$ cat config.mk
export PLATFORM = sky130hd
export DESIGN_NAME = mips_hazard_unit
export DESIGN_NICKNAME = d
export VERILOG_FILES = /design/src/rtl/mips_pkg.sv /design/src/rtl/mips_hz_match.sv /design/src/rtl/mips_hazard_unit.sv
export SDC_FILE = /design/constraint.sdc
export NUM_CORES = 1
export LEC_CHECK = 0
export ABC_AREA = 1
export CAP_MARGIN = 20
export CORE_ASPECT_RATIO = 1.1
export CORE_MARGIN = 10
export CORE_UTILIZATION = 46
export CTS_CLUSTER_DIAMETER = 30
export DETAILED_ROUTE_END_ITERATION = 12
export GPL_ROUTABILITY_DRIVEN = 1
export GPL_TIMING_DRIVEN = 1
export PLACE_DENSITY_LB_ADDON = 0.15
export RECOVER_POWER = 25
export SYNTH_ARGS = -nofsm -noshare
export SYNTH_HDL_FRONTEND = slang
export SYNTH_SLANG_ARGS = --single-unit
$ cat constraint.sdc
create_clock -name clk1 -period 2.3 [get_ports clk1]
set_clock_uncertainty 0.15 [all_clocks]
set_input_delay 0.575 -clock clk1 [delete_from_list [all_inputs] [get_ports clk1]]
set_output_delay 0.575 -clock clk1 [all_outputs]
set_load 0.02 [all_outputs]
$ cat src/rtl/mips_pkg.sv
`default_nettype none
// ============================================================================
// Module      : mips_pkg
// Description : Shared constants and types for the pipe_MIPS32 core and its
//               hazard-detection / forwarding controller.
// Revision    : 1.0 - initial release
// ============================================================================
package mips_pkg;

   // Default architectural sizing of the core
   localparam int NREG_DEF  = 32;
   localparam int RAW_DEF   = $clog2(NREG_DEF);
   localparam int DEPTH_DEF = 3;
   localparam int SELW_DEF  = $clog2(DEPTH_DEF + 1);

   // Shadow entries store tags at a fixed width so the type can be shared
   // by every instance. Narrower register numbers are zero-extended.
   // This limits NREG to 256 or fewer.
   localparam int TAG_W = 8;

   // One in-flight instruction as seen by the hazard unit
   typedef struct packed {
      logic             valid;
      logic [TAG_W-1:0] dest;
      logic             is_load;
   } hz_entry_t;

   // Opcodes shared with pipe_MIPS32
   localparam logic [5:0] OP_ADD   = 6'b000000;
   localparam logic [5:0] OP_SUB   = 6'b000001;
   localparam logic [5:0] OP_AND   = 6'b000010;
   localparam logic [5:0] OP_OR    = 6'b000011;
   localparam logic [5:0] OP_SLT   = 6'b000100;
   localparam logic [5:0] OP_MUL   = 6'b000101;
   localparam logic [5:0] OP_LW    = 6'b001000;
   localparam logic [5:0] OP_SW    = 6'b001001;
   localparam logic [5:0] OP_ADDI  = 6'b001010;
   localparam logic [5:0] OP_SUBI  = 6'b001011;
   localparam logic [5:0] OP_SLTI  = 6'b001100;
   localparam logic [5:0] OP_BNEQZ = 6'b001101;
   localparam logic [5:0] OP_BEQZ  = 6'b001110;
   localparam logic [5:0] OP_HLT   = 6'b111111;

endpackage
`default_nettype wire

$ cat src/rtl/mips_hz_match.sv
`default_nettype none
// ============================================================================
// Module      : mips_hz_match
// Description : Youngest-match priority encoder. It searches the shadow
//               pipeline for the most recent in-flight writer of one source
//               register.
// Revision    : 1.0 - initial release
// ============================================================================
module mips_hz_match
   import mips_pkg::*;
#(
   parameter int DEPTH = 3,
   parameter int SELW  = $clog2(DEPTH + 1)
) (
   input  hz_entry_t [DEPTH-1:0] shadow,
   input  logic [TAG_W-1:0]      src,
   input  logic                  used,
   output logic                  hit,
   output logic [SELW-1:0]       stage,
   output logic                  is_load
);

   // Scan from oldest to youngest so that the youngest match is the last write
   always_comb begin
      hit     = 1'b0;
      stage   = '0;
      is_load = 1'b0;
      if (used && (src != '0)) begin
         for (int k = DEPTH - 1; k >= 0; k--) begin
            if (shadow[k].valid && (shadow[k].dest == src)) begin
               hit     = 1'b1;
               stage   = SELW'(k);
               is_load = shadow[k].is_load;
            end
         end
      end
   end

endmodule
`default_nettype wire

$ cat src/rtl/mips_hazard_unit.sv
`default_nettype none
// ============================================================================
// Module      : mips_hazard_unit
// Description : Hazard-detection and forwarding controller for pipe_MIPS32.
//               It tracks destination tags of in-flight instructions, selects
//               forwarding sources, raises the load-use stall and honours
//               branch flush.
//               Optional: define HAZARD_STATS_EN to add the stall_count port.
// Revision    : 1.0 - initial release
// ============================================================================
module mips_hazard_unit
   import mips_pkg::*;
#(
   parameter int NREG     = 32,
   parameter int DEPTH    = 3,
   parameter int LOAD_LAT = 1,
   parameter int RAW      = $clog2(NREG),
   parameter int SELW     = $clog2(DEPTH + 1)
) (
   input  logic            clk1,
   input  logic            rst_n,
   input  logic            id_valid,
   input  logic [RAW-1:0]  id_rs,
   input  logic [RAW-1:0]  id_rt,
   input  logic            id_rs_used,
   input  logic            id_rt_used,
   input  logic [RAW-1:0]  id_rd,
   input  logic            id_wr,
   input  logic            id_is_load,
   input  logic            flush,
   output logic            stall,
   output logic [SELW-1:0] fwd_rs_sel,
   output logic [SELW-1:0] fwd_rt_sel
`ifdef HAZARD_STATS_EN
   ,
   output logic [31:0]     stall_count
`endif
);

   localparam logic [SELW-1:0] C_LOAD_LAT = SELW'(LOAD_LAT);

   hz_entry_t [DEPTH-1:0] r_shadow;
   hz_entry_t             w_new;

   logic            w_rs_hit, w_rt_hit;
   logic            w_rs_ld, w_rt_ld;
   logic [SELW-1:0] w_rs_stage, w_rt_stage;
   logic            w_rs_lu, w_rt_lu;

   mips_hz_match #(.DEPTH(DEPTH), .SELW(SELW)) u_match_rs (
      .shadow  (r_shadow),
      .src     (TAG_W'(id_rs)),
      .used    (id_rs_used),
      .hit     (w_rs_hit),
      .stage   (w_rs_stage),
      .is_load (w_rs_ld)
   );

   mips_hz_match #(.DEPTH(DEPTH), .SELW(SELW)) u_match_rt (
      .shadow  (r_shadow),
      .src     (TAG_W'(id_rt)),
      .used    (id_rt_used),
      .hit     (w_rt_hit),
      .stage   (w_rt_stage),
      .is_load (w_rt_ld)
   );

   // The load result is not yet on any bus before stage LOAD_LAT
   assign w_rs_lu = w_rs_hit & w_rs_ld & (w_rs_stage < C_LOAD_LAT);
   assign w_rt_lu = w_rt_hit & w_rt_ld & (w_rt_stage < C_LOAD_LAT);

   // Flush wins over stall: a wrong-path instruction never holds the front end
   assign stall = id_valid & ~flush & (w_rs_lu | w_rt_lu);

   // Select the youngest writer's bus. The select is forced to 0 while stalled.
   always_comb begin
      fwd_rs_sel = '0;
      fwd_rt_sel = '0;
      if (!stall) begin
         if (w_rs_hit) fwd_rs_sel = w_rs_stage + SELW'(1);
         if (w_rt_hit) fwd_rt_sel = w_rt_stage + SELW'(1);
      end
   end

   // Entry recorded for the ID instruction. Stall, flush and R0 writes become bubbles.
   always_comb begin
      w_new.valid   = id_valid & id_wr & (id_rd != '0) & ~stall & ~flush;
      w_new.dest    = TAG_W'(id_rd);
      w_new.is_load = id_is_load;
   end

   // Shadow pipeline. Older entries always advance and the WB entry drops off.
   always_ff @(posedge clk1 or negedge rst_n) begin
      if (!rst_n) begin
         r_shadow <= '0;
      end else begin
         r_shadow <= {r_shadow[DEPTH-2:0], w_new};
      end
   end

`ifdef HAZARD_STATS_EN
   logic [31:0] r_stall_count;

   // Saturating count of stalled cycles
   always_ff @(posedge clk1 or negedge rst_n) begin
      if (!rst_n) begin
         r_stall_count <= '0;
      end else if (stall && (r_stall_count != 32'hFFFF_FFFF)) begin
         r_stall_count <= r_stall_count + 32'd1;
      end
   end

   assign stall_count = r_stall_count;
`endif

endmodule
`default_nettype wire

==> flow_metrics.env <==
export IMPL_place_area_mm2=0.002006
export IMPL_ir_worst_vdd_uv=331.1
export IMPL_wl_um=4118
export IMPL_fill_cells=203
export IMPL_layout_drive_gt1_share=0.4181
export IMPL_largest_reg_flops=21
export IMPL_avgRoutedWirePerCell_um=12.87
export IMPL_die_y_um=76.90
export IMPL_swShare=0.3105
export IMPL_row_count=20
export IMPL_holdCritPathClass="reg2reg"
export IMPL_cts_root_buffer="clkbuf_4"
export IMPL_drc=0
export IMPL_cts_hold_buf=0
export IMPL_syn_num_nets=233
export IMPL_crit_chain="clkdlybuf4s15_2 > inv_2 > buf_4 > nand2_1 > o21ai_1 > nor2_1 > nand3_2 > nand3b_1 > ha_2 > o21a_1 > nand3_2 > nand2_4 > a21oi_4 > buf_6"
export IMPL_num_vias=1598
export IMPL_slowest_delay_ns=0.22
export IMPL_antenna_found_initial=0
export IMPL_syn_area_mm2=0.001354
export IMPL_synth_common_cells="nand2_1 (86), nor2_1 (26), inv_1 (24)"
export IMPL_tritoncts="built"
export IMPL_synth_top_cell_by_area="dfrtp_1"
export IMPL_gp_congestion=0.8804
export IMPL_top_regs="r_shadow (21)"
export IMPL_critPathTopFamily="simple AND/OR/NAND/NOR gates"
export IMPL_grt_pass1_vias=1545
export IMPL_clk_pin_slew_ns=0.13
export IMPL_setup_viol=5
export IMPL_crit_required_ns=1.57
export IMPL_dp_hpwl_um=3008
export IMPL_finalCriticalPeriod_ns=2.917
export IMPL_ys_ff_latch=21
export IMPL_p_comb_frac=0.262
export IMPL_synth_edff_count=0
export IMPL_slowest_stage="clkdlybuf4s15_2"
export IMPL_postLayoutSetupSlackWorst_ns=-0.6165
export IMPL_maxSlewViolCount=0
export IMPL_ys_async_sr_fraction=1.000
export IMPL_grt_max_degree=22
export IMPL_p_int_w=0.0005591
export IMPL_drt_pass1_iterations=4
export IMPL_grt_overflow=0
export IMPL_synth_most_common_cell="nand2_1"
export IMPL_p_per_area_mw_per_mm2=367.2
export IMPL_top_register="r_shadow"
export IMPL_cp_max_fo=5
export IMPL_drtAntennaViolNets=0
export IMPL_syn2layout_area_growth_pct=63.12
export IMPL_hold_ws_ns=0.2912
export IMPL_yosysWarningCount=0
export IMPL_core_mm2=0.002803
export IMPL_htree_levels=1
export IMPL_fin_area_mm2=0.002208
export IMPL_fin_crit_sh=1.268
export IMPL_syn_area_per_cell_um2=6.509
export IMPL_yosysSeqAreaShare=0.3882
export IMPL_die_x_um=71.73
export IMPL_dieArea_mm2=0.005516
export IMPL_clk_insertion_delay_late_ns=0.31
export IMPL_clkSinkCount=21
export IMPL_cts_buffers_inserted=3
export IMPL_leakage_nw=1.178
export IMPL_power_frac_clock=0.236
export IMPL_fmax_mhz=342.9
export IMPL_hold_viol=0
export IMPL_n_antenna_cell=0
export IMPL_total_power_w=0.0008108
export IMPL_outcome="finished with violations"
export IMPL_ios=28
export IMPL_via_per_inst=4.994
export IMPL_startpoint_type="primary input"
export IMPL_critPathKind="in2out"
export IMPL_start_util=0.4830
export IMPL_critPathArrivalTime_ns=2.19
export IMPL_ys_types=22
export IMPL_worst_pin_slew_ns=0.2823
export IMPL_synthTopCellsByArea="dfrtp_1 (39%), nand2_1 (24%), nor2_1 (7.2%), inv_1 (6.7%), nand3_2 (4.4%)"
export IMPL_rsz0062_at_grt="true"
export IMPL_endpoint_kind="output pin"
export IMPL_clockBufferDepth=2
export IMPL_track_usage=0.1442
export IMPL_power_share_sequential=0.502
export IMPL_dp_slack_ns=-1.549
export IMPL_maxCapViolCount=0
export IMPL_synth_flop_cell="dfrtp_1"
export IMPL_io_buffers=27
export IMPL_postSynthCellCount=208
export IMPL_power_net_switching_w=0.0002517
export IMPL_crit_path_frequent_cell="nand3_2"
export IMPL_grt_first_pass_wirelength_um=6720
export IMPL_drt_first_iter_violations=133
export IMPL_max_slew_margin_rel=0.8094
export IMPL_synth_top_area_frac=0.3882
export IMPL_violations="negative setup slack"
export IMPL_fin_nets=313
export IMPL_crit_buf_inv=4
## cell families after synthesis
logic type / Yosys count / share of synthesized area
adders and majority gates: 2 / 0.01848
buffers and inverters: 34 / 0.09427
DFF: 21 / 0.3882
and+or+nand+nor: 137 / 0.4381
AOI/OAI and AO/OA: 14 / 0.06100
## per-stage QoR
step                instances  utilization  TNS [ns]
global route              320       0.7879    -3.595
detailed placement        298       0.7156    -8.113
global placement          298       0.7156    -7.999
finish                    320       0.7879    -3.005
CTS                       314       0.7683    -3.059
floorplan                 208            -    -1.079
## cell type report
type	count	area [µm²]	area share
Inverter	34	158.9	0.07195
Clock inverter	1	7.507	0.003399
Tap cell	33	41.29	0.01870
Timing Repair Buffer	75	623.1	0.2822
Multi-Input combinational cell	153	827.0	0.3745
Sequential cell	21	528.0	0.2391
Clock buffer	3	22.52	0.01020
## final timing paths
check / start / end / slack (ns) / cells past startpoint
worst max-delay path: id_rs[1] / fwd_rt_sel[0] / -0.62 / 14
worst max register to register: r_shadow[3] / r_shadow[9] / 0.23 / 14
worst min-delay path: r_shadow[12] / r_shadow[22] / 0.29 / 0
max in group asynchronous: rst_n / r_shadow[13] / 1.31 / 2
worst min register to register: r_shadow[12] / r_shadow[22] / 0.29 / 0
min in group asynchronous: rst_n / r_shadow[12] / 0.44 / 2
## placed cells by master (no fill, tap or decap), types with 4 or more instances in the layout
master,Yosys,layout
nor2_2,2,9
inv_1,24,18
nor2_1,26,18
nand3_1,7,6
clkdlybuf4s50_1,0,11
buf_6,0,9
a21oi_4,0,4
o21ai_1,1,4
nand4_1,5,5
buf_2,0,6
inv_2,9,12
buf_4,0,42
dfrtp_1,21,19
nand2_1,86,79
nand3_2,6,7
clkbuf_4,0,5
nand2_2,1,7
## power by group through the flow
stage	clock (W)	sequential [W]	combinational (W)
detailed placement	0	0.000412	0.000181
CTS	0.000195	0.000405	0.000199
finish	0.000191	0.000407	0.000212
global route	0.000208	0.000410	0.000234
floorplan	0	0.000406	0.0000822
global placement	0	0.000412	0.000180
## timing repair
item | in CTS | in global routing
buffers inserted | 12 | 6
endpoints found under the setup margin | 6 | 5
gates resized for setup | 82 | 15
pin swaps | 22 | 20
## routing by layer
metal	global-route usage	vias up	routed length (µm)
li1	-	800	-
met1	0.1853	728	1929
met2	0.2270	60	1850
met3	0.03218	10	241
met4	0.05233	0	97
met5	0	-	0
(Power assumes the default switching activity.)
